## src/rtl/instr_sequencer_pkg.sv

```systemverilog
// Shared definitions for instr_sequencer: processor opcode encoding and the
// state encoding of the sequencer FSM.
package instr_sequencer_pkg;

   localparam int OPC_HI = 8;
   localparam int OPC_LO = 6;

   typedef enum logic [2:0] {
      OP_MV  = 3'b000,
      OP_MVI = 3'b001,
      OP_ADD = 3'b010,
      OP_SUB = 3'b011
   } opcode_e;

   typedef enum logic [2:0] {
      S_IDLE     = 3'd0,
      S_ISSUE    = 3'd1,
      S_IMM      = 3'd2,
      S_WAIT     = 3'd3,
      S_FINISHED = 3'd4
   } seq_state_e;

   function automatic logic is_mvi(input logic [2:0] opc);
      return opc == OP_MVI;
   endfunction

endpackage

```

## src/rtl/instr_sequencer_if.sv

```systemverilog
// Bundle between the stimulus side (slave: program load, start, status) and the
// sequencer (master: drives DIN/Run and status, consumes Done from the processor).
interface instr_sequencer_if #(
   parameter int ADDR_W = 5,
   parameter int DATA_W = 16
);
   logic              start;
   logic              prog_we;
   logic [ADDR_W-1:0] prog_addr;
   logic [DATA_W-1:0] prog_wdata;
   logic [ADDR_W:0]   prog_len;
   logic              Done;
   logic [DATA_W-1:0] DIN;
   logic              Run;
   logic              busy;
   logic              halted;
   logic              err_mvi;
   logic              timeout;
   logic [ADDR_W:0]   pc;
   logic [15:0]       instr_count;

   modport master (
      input  start, prog_we, prog_addr, prog_wdata, prog_len, Done,
      output DIN, Run, busy, halted, err_mvi, timeout, pc, instr_count
   );

   modport slave (
      output start, prog_we, prog_addr, prog_wdata, prog_len, Done,
      input  DIN, Run, busy, halted, err_mvi, timeout, pc, instr_count
   );
endinterface

```

## src/rtl/instr_sequencer_prog_mem.sv

```systemverilog
// seq_prog_mem: program store, 2**ADDR_W x DATA_W, synchronous write and
// combinational read so the addressed word is on DIN in the same cycle.
module seq_prog_mem #(
   parameter int ADDR_W = 5,
   parameter int DATA_W = 16
) (
   input  logic              clk_i,
   input  logic              we_i,
   input  logic [ADDR_W-1:0] waddr_i,
   input  logic [DATA_W-1:0] wdata_i,
   input  logic [ADDR_W-1:0] raddr_i,
   output logic [DATA_W-1:0] rdata_o
);
   logic [DATA_W-1:0] mem_q [2**ADDR_W];

   always_ff @(posedge clk_i) begin
      if (we_i) mem_q[waddr_i] <= wdata_i;
   end

   assign rdata_o = mem_q[raddr_i];
endmodule

```

## src/rtl/instr_sequencer.sv

```systemverilog
// instr_sequencer: issues a stored program to the processor over DIN/Run/Done, one instruction at a time,
// stalling on Done indefinitely, or for at most WDT_CYCLES when SEQ_WATCHDOG_EN is defined.
module instr_sequencer
   import instr_sequencer_pkg::*;
#(
   parameter int ADDR_W     = 5,
   parameter int DATA_W     = 16,
   parameter int WDT_CYCLES = 8
) (
   input  logic               Clock,
   input  logic               Reset,
   instr_sequencer_if.master  bus
);
   seq_state_e        state_q, state_d;
   logic [ADDR_W:0]   pc_q, pc_d, pc_next;
   logic [15:0]       cnt_q, cnt_d;
   logic              err_q, err_d;
   logic [DATA_W-1:0] mem_rdata;
   logic [DATA_W-1:0] din;
   logic              run;
   logic              mem_we;
   logic              launch;
   logic              complete;
   logic              last_word;
   logic              wdt_fire;

   // Loading is only allowed while nothing is executing so DIN stays stable in WAIT.
   assign mem_we = bus.prog_we && (state_q == S_IDLE || state_q == S_FINISHED);

   seq_prog_mem #(.ADDR_W(ADDR_W), .DATA_W(DATA_W)) u_mem (
      .clk_i   (Clock),
      .we_i    (mem_we),
      .waddr_i (bus.prog_addr),
      .wdata_i (bus.prog_wdata),
      .raddr_i (pc_q[ADDR_W-1:0]),
      .rdata_o (mem_rdata)
   );

   assign pc_next   = pc_q + 1'b1;
   assign last_word = pc_next >= bus.prog_len;

   always_comb begin
      state_d  = state_q;
      pc_d     = pc_q;
      cnt_d    = cnt_q;
      err_d    = err_q;
      din      = '0;
      run      = 1'b0;
      launch   = 1'b0;
      complete = 1'b0;
      case (state_q)
         S_IDLE, S_FINISHED: begin
            if (bus.start) begin
               launch  = 1'b1;
               pc_d    = '0;
               cnt_d   = '0;
               err_d   = 1'b0;
               state_d = (bus.prog_len == '0) ? S_FINISHED : S_ISSUE;
            end
         end
         S_ISSUE: begin
            din = mem_rdata;
            if (is_mvi(mem_rdata[OPC_HI:OPC_LO])) begin
               // An mvi with no following word would feed garbage as its immediate.
               if (last_word) begin
                  err_d   = 1'b1;
                  state_d = S_FINISHED;
               end else begin
                  run     = 1'b1;
                  pc_d    = pc_next;
                  state_d = S_IMM;
               end
            end else begin
               run     = 1'b1;
               state_d = S_WAIT;
            end
         end
         S_IMM: begin
            din = mem_rdata;
            if (bus.Done) complete = 1'b1;
            else          state_d  = S_WAIT;
         end
         S_WAIT: begin
            din = mem_rdata;
            if (bus.Done)     complete = 1'b1;
            else if (wdt_fire) state_d = S_FINISHED;
         end
         default: state_d = S_IDLE;
      endcase
      if (complete) begin
         pc_d    = pc_next;
         cnt_d   = (cnt_q != 16'hFFFF) ? cnt_q + 16'd1 : cnt_q;
         state_d = last_word ? S_FINISHED : S_ISSUE;
      end
   end

   always_ff @(posedge Clock) begin
      if (Reset) begin
         state_q <= S_IDLE;
         pc_q    <= '0;
         cnt_q   <= '0;
         err_q   <= 1'b0;
      end else begin
         state_q <= state_d;
         pc_q    <= pc_d;
         cnt_q   <= cnt_d;
         err_q   <= err_d;
      end
   end

`ifdef SEQ_WATCHDOG_EN
   localparam int WDT_W = (WDT_CYCLES > 1) ? $clog2(WDT_CYCLES) : 1;
   logic [WDT_W-1:0] wdt_q, wdt_d;
   logic             timeout_q, timeout_d;

   assign wdt_fire = (state_q == S_WAIT) && !bus.Done && (wdt_q == WDT_W'(WDT_CYCLES - 1));

   always_comb begin
      wdt_d     = '0;
      timeout_d = timeout_q;
      // Held at zero outside WAIT, so every WAIT entry starts a fresh count.
      if (state_q == S_WAIT && !bus.Done) wdt_d = wdt_q + WDT_W'(1);
      if (launch)        timeout_d = 1'b0;
      else if (wdt_fire) timeout_d = 1'b1;
   end

   always_ff @(posedge Clock) begin
      if (Reset) begin
         wdt_q     <= '0;
         timeout_q <= 1'b0;
      end else begin
         wdt_q     <= wdt_d;
         timeout_q <= timeout_d;
      end
   end

   assign bus.timeout = timeout_q;
`else
   logic unused_wdt_cfg;
   assign unused_wdt_cfg = (WDT_CYCLES != 0);
   assign wdt_fire       = 1'b0;
   assign bus.timeout    = 1'b0;
`endif

   assign bus.DIN         = din;
   assign bus.Run         = run;
   assign bus.busy        = (state_q == S_ISSUE) || (state_q == S_IMM) || (state_q == S_WAIT);
   assign bus.halted      = (state_q == S_FINISHED);
   assign bus.err_mvi     = err_q;
   assign bus.pc          = pc_q;
   assign bus.instr_count = cnt_q;
endmodule

```

## src/flat_wrapper.sv

```systemverilog
// flat-port wrapper written by rule: the top's interface ports become plain ports
module instr_sequencer_flat import instr_sequencer_pkg::*;
#(
   parameter int ADDR_W     = 5,
   parameter int DATA_W     = 16,
   parameter int WDT_CYCLES = 8
)
  (Clock, Reset, bus_start, bus_prog_we, bus_prog_addr, bus_prog_wdata, bus_prog_len, bus_Done, bus_DIN, bus_Run, bus_busy, bus_halted, bus_err_mvi, bus_timeout, bus_pc, bus_instr_count);
  instr_sequencer_if #(.ADDR_W(ADDR_W), .DATA_W(DATA_W)) bus_i ();
  input  logic Clock;
  input  logic Reset;
  input wire logic [$bits(bus_i.start)-1:0] bus_start;
  input wire logic [$bits(bus_i.prog_we)-1:0] bus_prog_we;
  input wire logic [$bits(bus_i.prog_addr)-1:0] bus_prog_addr;
  input wire logic [$bits(bus_i.prog_wdata)-1:0] bus_prog_wdata;
  input wire logic [$bits(bus_i.prog_len)-1:0] bus_prog_len;
  input wire logic [$bits(bus_i.Done)-1:0] bus_Done;
  output wire logic [$bits(bus_i.DIN)-1:0] bus_DIN;
  output wire logic [$bits(bus_i.Run)-1:0] bus_Run;
  output wire logic [$bits(bus_i.busy)-1:0] bus_busy;
  output wire logic [$bits(bus_i.halted)-1:0] bus_halted;
  output wire logic [$bits(bus_i.err_mvi)-1:0] bus_err_mvi;
  output wire logic [$bits(bus_i.timeout)-1:0] bus_timeout;
  output wire logic [$bits(bus_i.pc)-1:0] bus_pc;
  output wire logic [$bits(bus_i.instr_count)-1:0] bus_instr_count;
  assign bus_i.start = bus_start;
  assign bus_i.prog_we = bus_prog_we;
  assign bus_i.prog_addr = bus_prog_addr;
  assign bus_i.prog_wdata = bus_prog_wdata;
  assign bus_i.prog_len = bus_prog_len;
  assign bus_i.Done = bus_Done;
  assign bus_DIN = bus_i.DIN;
  assign bus_Run = bus_i.Run;
  assign bus_busy = bus_i.busy;
  assign bus_halted = bus_i.halted;
  assign bus_err_mvi = bus_i.err_mvi;
  assign bus_timeout = bus_i.timeout;
  assign bus_pc = bus_i.pc;
  assign bus_instr_count = bus_i.instr_count;
  instr_sequencer #(.ADDR_W(ADDR_W), .DATA_W(DATA_W), .WDT_CYCLES(WDT_CYCLES)) u_core (.Clock(Clock), .Reset(Reset), .bus(bus_i));
endmodule
```

## config.mk

```make
export PLATFORM = sky130hd
export DESIGN_NAME = instr_sequencer_flat
export DESIGN_NICKNAME = d
export VERILOG_FILES = /design/src/rtl/instr_sequencer_pkg.sv /design/src/rtl/instr_sequencer_if.sv /design/src/rtl/instr_sequencer_prog_mem.sv /design/src/rtl/instr_sequencer.sv /design/src/flat_wrapper.sv
export SDC_FILE = /design/constraint.sdc
export NUM_CORES = 1
export LEC_CHECK = 0
export ABC_AREA = 0
export CORE_ASPECT_RATIO = 1.75
export CORE_UTILIZATION = 45
export DETAILED_ROUTE_END_ITERATION = 10
export GPL_TIMING_DRIVEN = 0
export SLEW_MARGIN = 30
export SYNTH_ARGS = -nofsm -noshare
export SYNTH_HDL_FRONTEND = slang
export SYNTH_SLANG_ARGS = --single-unit
```

## constraint.sdc

```tcl
create_clock -name Clock -period 4.2 [get_ports Clock]
set_input_delay 0.84 -clock Clock [delete_from_list [all_inputs] [get_ports Clock]]
set_output_delay 0.84 -clock Clock [all_outputs]
set_load 0.01 [all_outputs]
```

-- Yosys cells after proc, flatten, opt, wreduce, memory -nomap -nowiden
Memories as Yosys holds them, arrays and structs flattened. A register that Yosys moved wholly into a read port is not among the register bits.
Cells that the tools add are included.
Widths: inputs -> output; s select.
- output and inout port bits: 43
- RAM bits: 512
- memories: 1
- register bits: 26
- input port bits: 32
- magnitude comparators: 1
- multiplexer cells: 31
- add/subtract/negate cells: 2
- reduce and logical (&&, ||, !) cells: 17
- eq/ne operators: 15
- memory list (name ; words ; width ; read ports ; clocked after memory_dff ; wr ports ; line ; RTL):
    u_core.u_mem.mem_q ; 32 ; 16 ; 1 ; 1 ; 1 ; instr_sequencer_prog_mem.sv:14 ; logic [DATA_W-1:0] mem_q [2**ADDR_W];
- operators by type and width (operator ; count):
    $mux 16 ; 5
    $mux 6 ; 4
    $mux 3 ; 7
    $add 16x1->16 const B ; 1
    $ne 16x16->1 const B ; 1
    $pmux 3 s4 ; 1
    $pmux 6 s2 ; 1
    $mux 1 ; 10
    $mux 5 ; 2
    $ne 3x2->1 const B ; 3
    $reduce_and 4->1 ; 2
    $add 6x1->6 const B ; 1
    $eq 3x1->1 const B ; 2
    $eq 3x2->1 const B ; 2
    $ge 6x6->1 ; 1
    $logic_not 6->1 ; 1
    $ne 2x1->1 const B ; 3
    $reduce_and 3->1 ; 2
    $reduce_bool 2->1 ; 3
    $ne 2x2->1 const B ; 2
    $reduce_or 2->1 ; 2
    $eq 3x3->1 const B ; 1
    $logic_not 3->1 ; 1
    $logic_or 1x1->1 ; 3
    5 further kinds ; 5

-- Logic depth before layout (Yosys ltp)
- depth after elaboration: 8
- gate-level depth with buffers: 10

-- Cells and area by module
A second synthesis with hierarchy kept.
- cell total of the unflattened synthesis: 1345
- area total of the unflattened synthesis: 21981.1 um2
- by module, submodules not included (module ; times used ; cells each ; seq. area each (um2) ; area each (um2)):
    seq_prog_mem ; 1 ; 1127 ; 15374.7 ; 20215.6
    instr_sequencer ; 1 ; 218 ; 520.5 ; 1765.4

-- Worst setup path after synthesis
OpenSTA, ideal clock, no wires.
- kind: register -> output
- start: register (tool-made name)
- end: output port bus_DIN[10]
- stages on the path, launching flop included: 9
- arrival time: 2.648 ns
- required time: 3.360 ns
- setup slack: 0.712 ns
- buffers on the path: 4
- path through: dfxtp_1 > buf_6 > buf_6 > buf_2 > buf_1 > mux4_2 > mux4_2 > mux2i_1 > nor2_1
- RTL lines (what ; line ; RTL):
    end: declaration ; flat_wrapper.sv:18 ; output wire logic [$bits(bus_i.DIN)-1:0] bus_DIN;

==> results by group <==
Logic synthesis
  – Main combinational cell family by area after synthesis: multiplexers
  – Avg Inst Size Synth: 21.1 µm²
  – Post-synthesis mux area share: 18.0%
  – Synth area leaders: edfxtp_1, mux4_2, dfxtp_1, nor2_1, mux2i_1
  – Area of the mapped netlist: 21400 µm²
  – Synth warnings: 0
  – Simple-Gate Fraction of Synth Area: 3.61%
  – Total nets after synthesis: 1054
  – Sequential share of the synthesized area: 74.8%
  – Synth unique cells: 50
  – Post-synth EDFFs: 512
  – Post-synthesis adder-cell area fraction: 0.468%
  – Yosys top cell area share: 71.9%
  – Most common cell in the netlist: edfxtp_1
  – Top post-synthesis cells by count: edfxtp_1, mux4_2, nor2_1
  – Xor and xnor area share after synthesis: 0.655%
  – Compound-Gate Fraction of Synth Area: 1.25%
  – Async set-reset flop share out of synthesis: 0%
  – Primary FF master, synth: edfxtp_1
  – Flops & latches, synth: 543
  – Post-Syn Instances: 1014
  – Cell taking the most area after synthesis: edfxtp_1

Clock network
  – CTS tree: yes
  – TritonCTS Buffers: 48
  – Hold_buf cts: 0
  – Clk buf depth: 3
  – CTS Sinks: 543
  – Htree depth: 2
  – Reg clk slew, reported paths: 0.06 ns
  – Clk_lat worst skew: 0.58 ns
  – Root Buffer: clkbuf_16

Power
  – LEAKAGE: 0.00776 µW
  – Share of total power in combinational logic: 10.6%
  – Max VDD drop: 312 µV
  – Clock network power share: 35.9%
  – Sw frac: 22.5%
  – Reg power frac: 53.5%
  – P per Cell Area: 440 nW/µm²
  – Total internal power: 8650 µW
  – Sw Pwr: 2520 µW

Critical path
  – Flop-to-flop setup slack: 0.91 ns
  – R2R Path Start: u_core.state_q[0]
  – Critical Path AT: 3.26 ns
  – Worst setup SP type: flip-flop
  – CP max FO: 10
  – Worst r2r path cells: 5
  – Data required time of the worst path: 3.36 ns
  – Worst Setup EP: bus_DIN[4]
  – R2r endpoint: u_core.u_mem.mem_q[14][10]
  – Crit Path Category: flip-flop to output pin
  – Crit end category: output pin

Die
  – Starting density of the core: 45.6%
  – DIE WIDTH: 167 µm
  – DIE AREA: 48400 µm²
  – Placement Rows: 105
  – Core ar.: 46900 µm²
  – Die height: 290 µm
  – I/O pins: 75

Timing
  – Min cycle time layout: 4.10 ns
  – RSZ-0062 raised after global routing: false
  – Slew @ Worst Pin: 0.983 ns
  – F_max: 244 MHz
  – Final hold slack: 0.474 ns
  – Relative max-transition margin: 34.1%
  – Clock Skews: 0.0178 ns
  – Final Hold Vio Count: 0
  – Max Slew Vio Count: 0
  – Tcrit/Tclk final: 97.6%
  – Final setup viols: 0

Detailed routing
  – Drt wl/cell: 28.2 µm
  – Initial DRC count: 923
  – Drt first pass iters: 6
  – Vias per inst: 5.89
  – Antenna viol nets, final: 0
  – # DRC: 0
  – WL final: 50500 µm
  – Vias after detailed routing: 10600

Placement
  – Final GP Congestion: 0.829
  – Port-buffer cells: 73
  – Final HPWL DP: 33800 µm
  – Placed Cells: 1703

GRT
  – Largest net degree at the start of global routing: 33
  – First-pass GRT wire length: 73500 µm
  – Initial antenna violation count: 1
  – Vias in the first global route: 11000
  – Tot GR Track Use: 21.3%
  – Overflow after GRT: 0

Flow run
  – Number of max-cap violations: 0

Cells and area
  – Fillers: 3518
  – Final nets: 1212
  – Syn-to-layout area delta: 18.9%
  – Post-route insts no fill: 1794
  – Share of cells above drive strength 1: 29.5%

Hold path
  – Hold crit path type: flip-flop to flip-flop

Outcome
  – Status: finished, final reports clean
==> repair_timing <==
item / in CTS / in global routing
setup buffers: 2 / 6
gates resized for setup: 88 / 6
pin swaps: 0 / 0
setup endpoints to repair: 17 / 13
==> power by group through the flow <==
stage / logic [µW] / registers, µW / clock network, µW
4_1_cts: 1180 / 5980 / 4080
6_report: 1180 / 5980 / 4010
3_5_place_dp: 1120 / 6100 / 0
3_3_place_gp: 1070 / 6100 / 0
2_1_floorplan: 654 / 6090 / 0
5_1_grt: 1260 / 5980 / 4260
==> how the worst min path moves through the flow <==
stage | from | cells after the start | endpoint | slack (ns)
after floorplan | u_core.bus.err_mvi | 2 | u_core.bus.err_mvi | 0.48
after detailed placement | u_core.bus.err_mvi | 2 | u_core.bus.err_mvi | 0.48
final | u_core.bus.err_mvi | 2 | u_core.bus.err_mvi | 0.47
after global routing | u_core.bus.err_mvi | 2 | u_core.bus.err_mvi | 0.50
after CTS | u_core.bus.err_mvi | 2 | u_core.bus.err_mvi | 0.49
after global placement | u_core.bus.err_mvi | 2 | u_core.bus.err_mvi | 0.47
==> state kept, by name, summed over array words and instances (netlist names), named ones only <==
name	count
u_core.bus.pc	6
u_core.bus.instr_count	16
u_core.bus.err_mvi	1
u_core.state_q	3
u_core.u_mem.mem_q	512
==> critical path, cell delays in order, from the launching register on <==
cell and delay, ns:
dfxtp_2 0.36, buf_12 0.14, buf_12 0.14, buf_12 0.16
buf_12 0.13, buf_16 0.16, mux4_2 0.51, mux4_2 0.47
mux2i_2 0.22, nor2_1 0.07, dlygate4sd2_1 0.30
==> metrics by stage <==
stage / utilization [%] / setup slack [ns] / instance area (µm²) / power [µW] / setup TNS, ns
2_1_floorplan: - / 0.712 / 21400 / 6750 / 0
3_3_place_gp: 48.7 / -0.731 / 22900 / 7170 / -8.81
3_5_place_dp: 50.7 / -0.779 / 23800 / 7220 / -9.48
4_1_cts: 54.1 / 0.0272 / 25400 / 11300 / 0
5_1_grt: 54.2 / 0.00122 / 25400 / 11500 / 0
6_report: 54.2 / 0.0997 / 25400 / 11200 / 0
==> metal layers <==
metal / up-vias / share of wire, % / global-route usage (%)
met3: 75 / 3.6 / 2.32
met1: 5702 / 36 / 24.4
met5: - / 0 / 0
met4: 0 / 2.9 / 7.48
li1: 4515 / - / -
met2: 279 / 57 / 40.8
==> cells by family after synthesis <==
logic type	after synthesis
xor+xnor	16
compound gates	42
other cells	1
mux	184
flops	543
fa+ha+maj	8
simple gates	159
buf+inv	61
==> area by class of cell <==
type | count | area (µm²) | share of cell area, %
buffer | 47 | 419 | 1.65
multi-input combinational | 410 | 5430 | 21.4
antenna | 1 | 2.50 | 0.00985
sequential | 543 | 16000 | 62.9
clock buffer | 63 | 1270 | 4.99
tap | 588 | 736 | 2.89
timing repair buffer | 109 | 1410 | 5.53
inverter | 13 | 48.8 | 0.192
clock inverter | 20 | 109 | 0.428
==> placed cells by master (no fill, tap or decap), types with 18 or more instances in the layout <==
cell type / n
buf_16: 22
buf_2: 18
clkbuf_1: 22
clkbuf_16: 48
clkdlybuf4s50_1: 43
dfxtp_1: 29
edfxtp_1: 512
mux2i_1: 18
mux4_2: 160
nand2_1: 19
nor2_1: 47
nor2_4: 32
(Power assumes the default switching activity.)
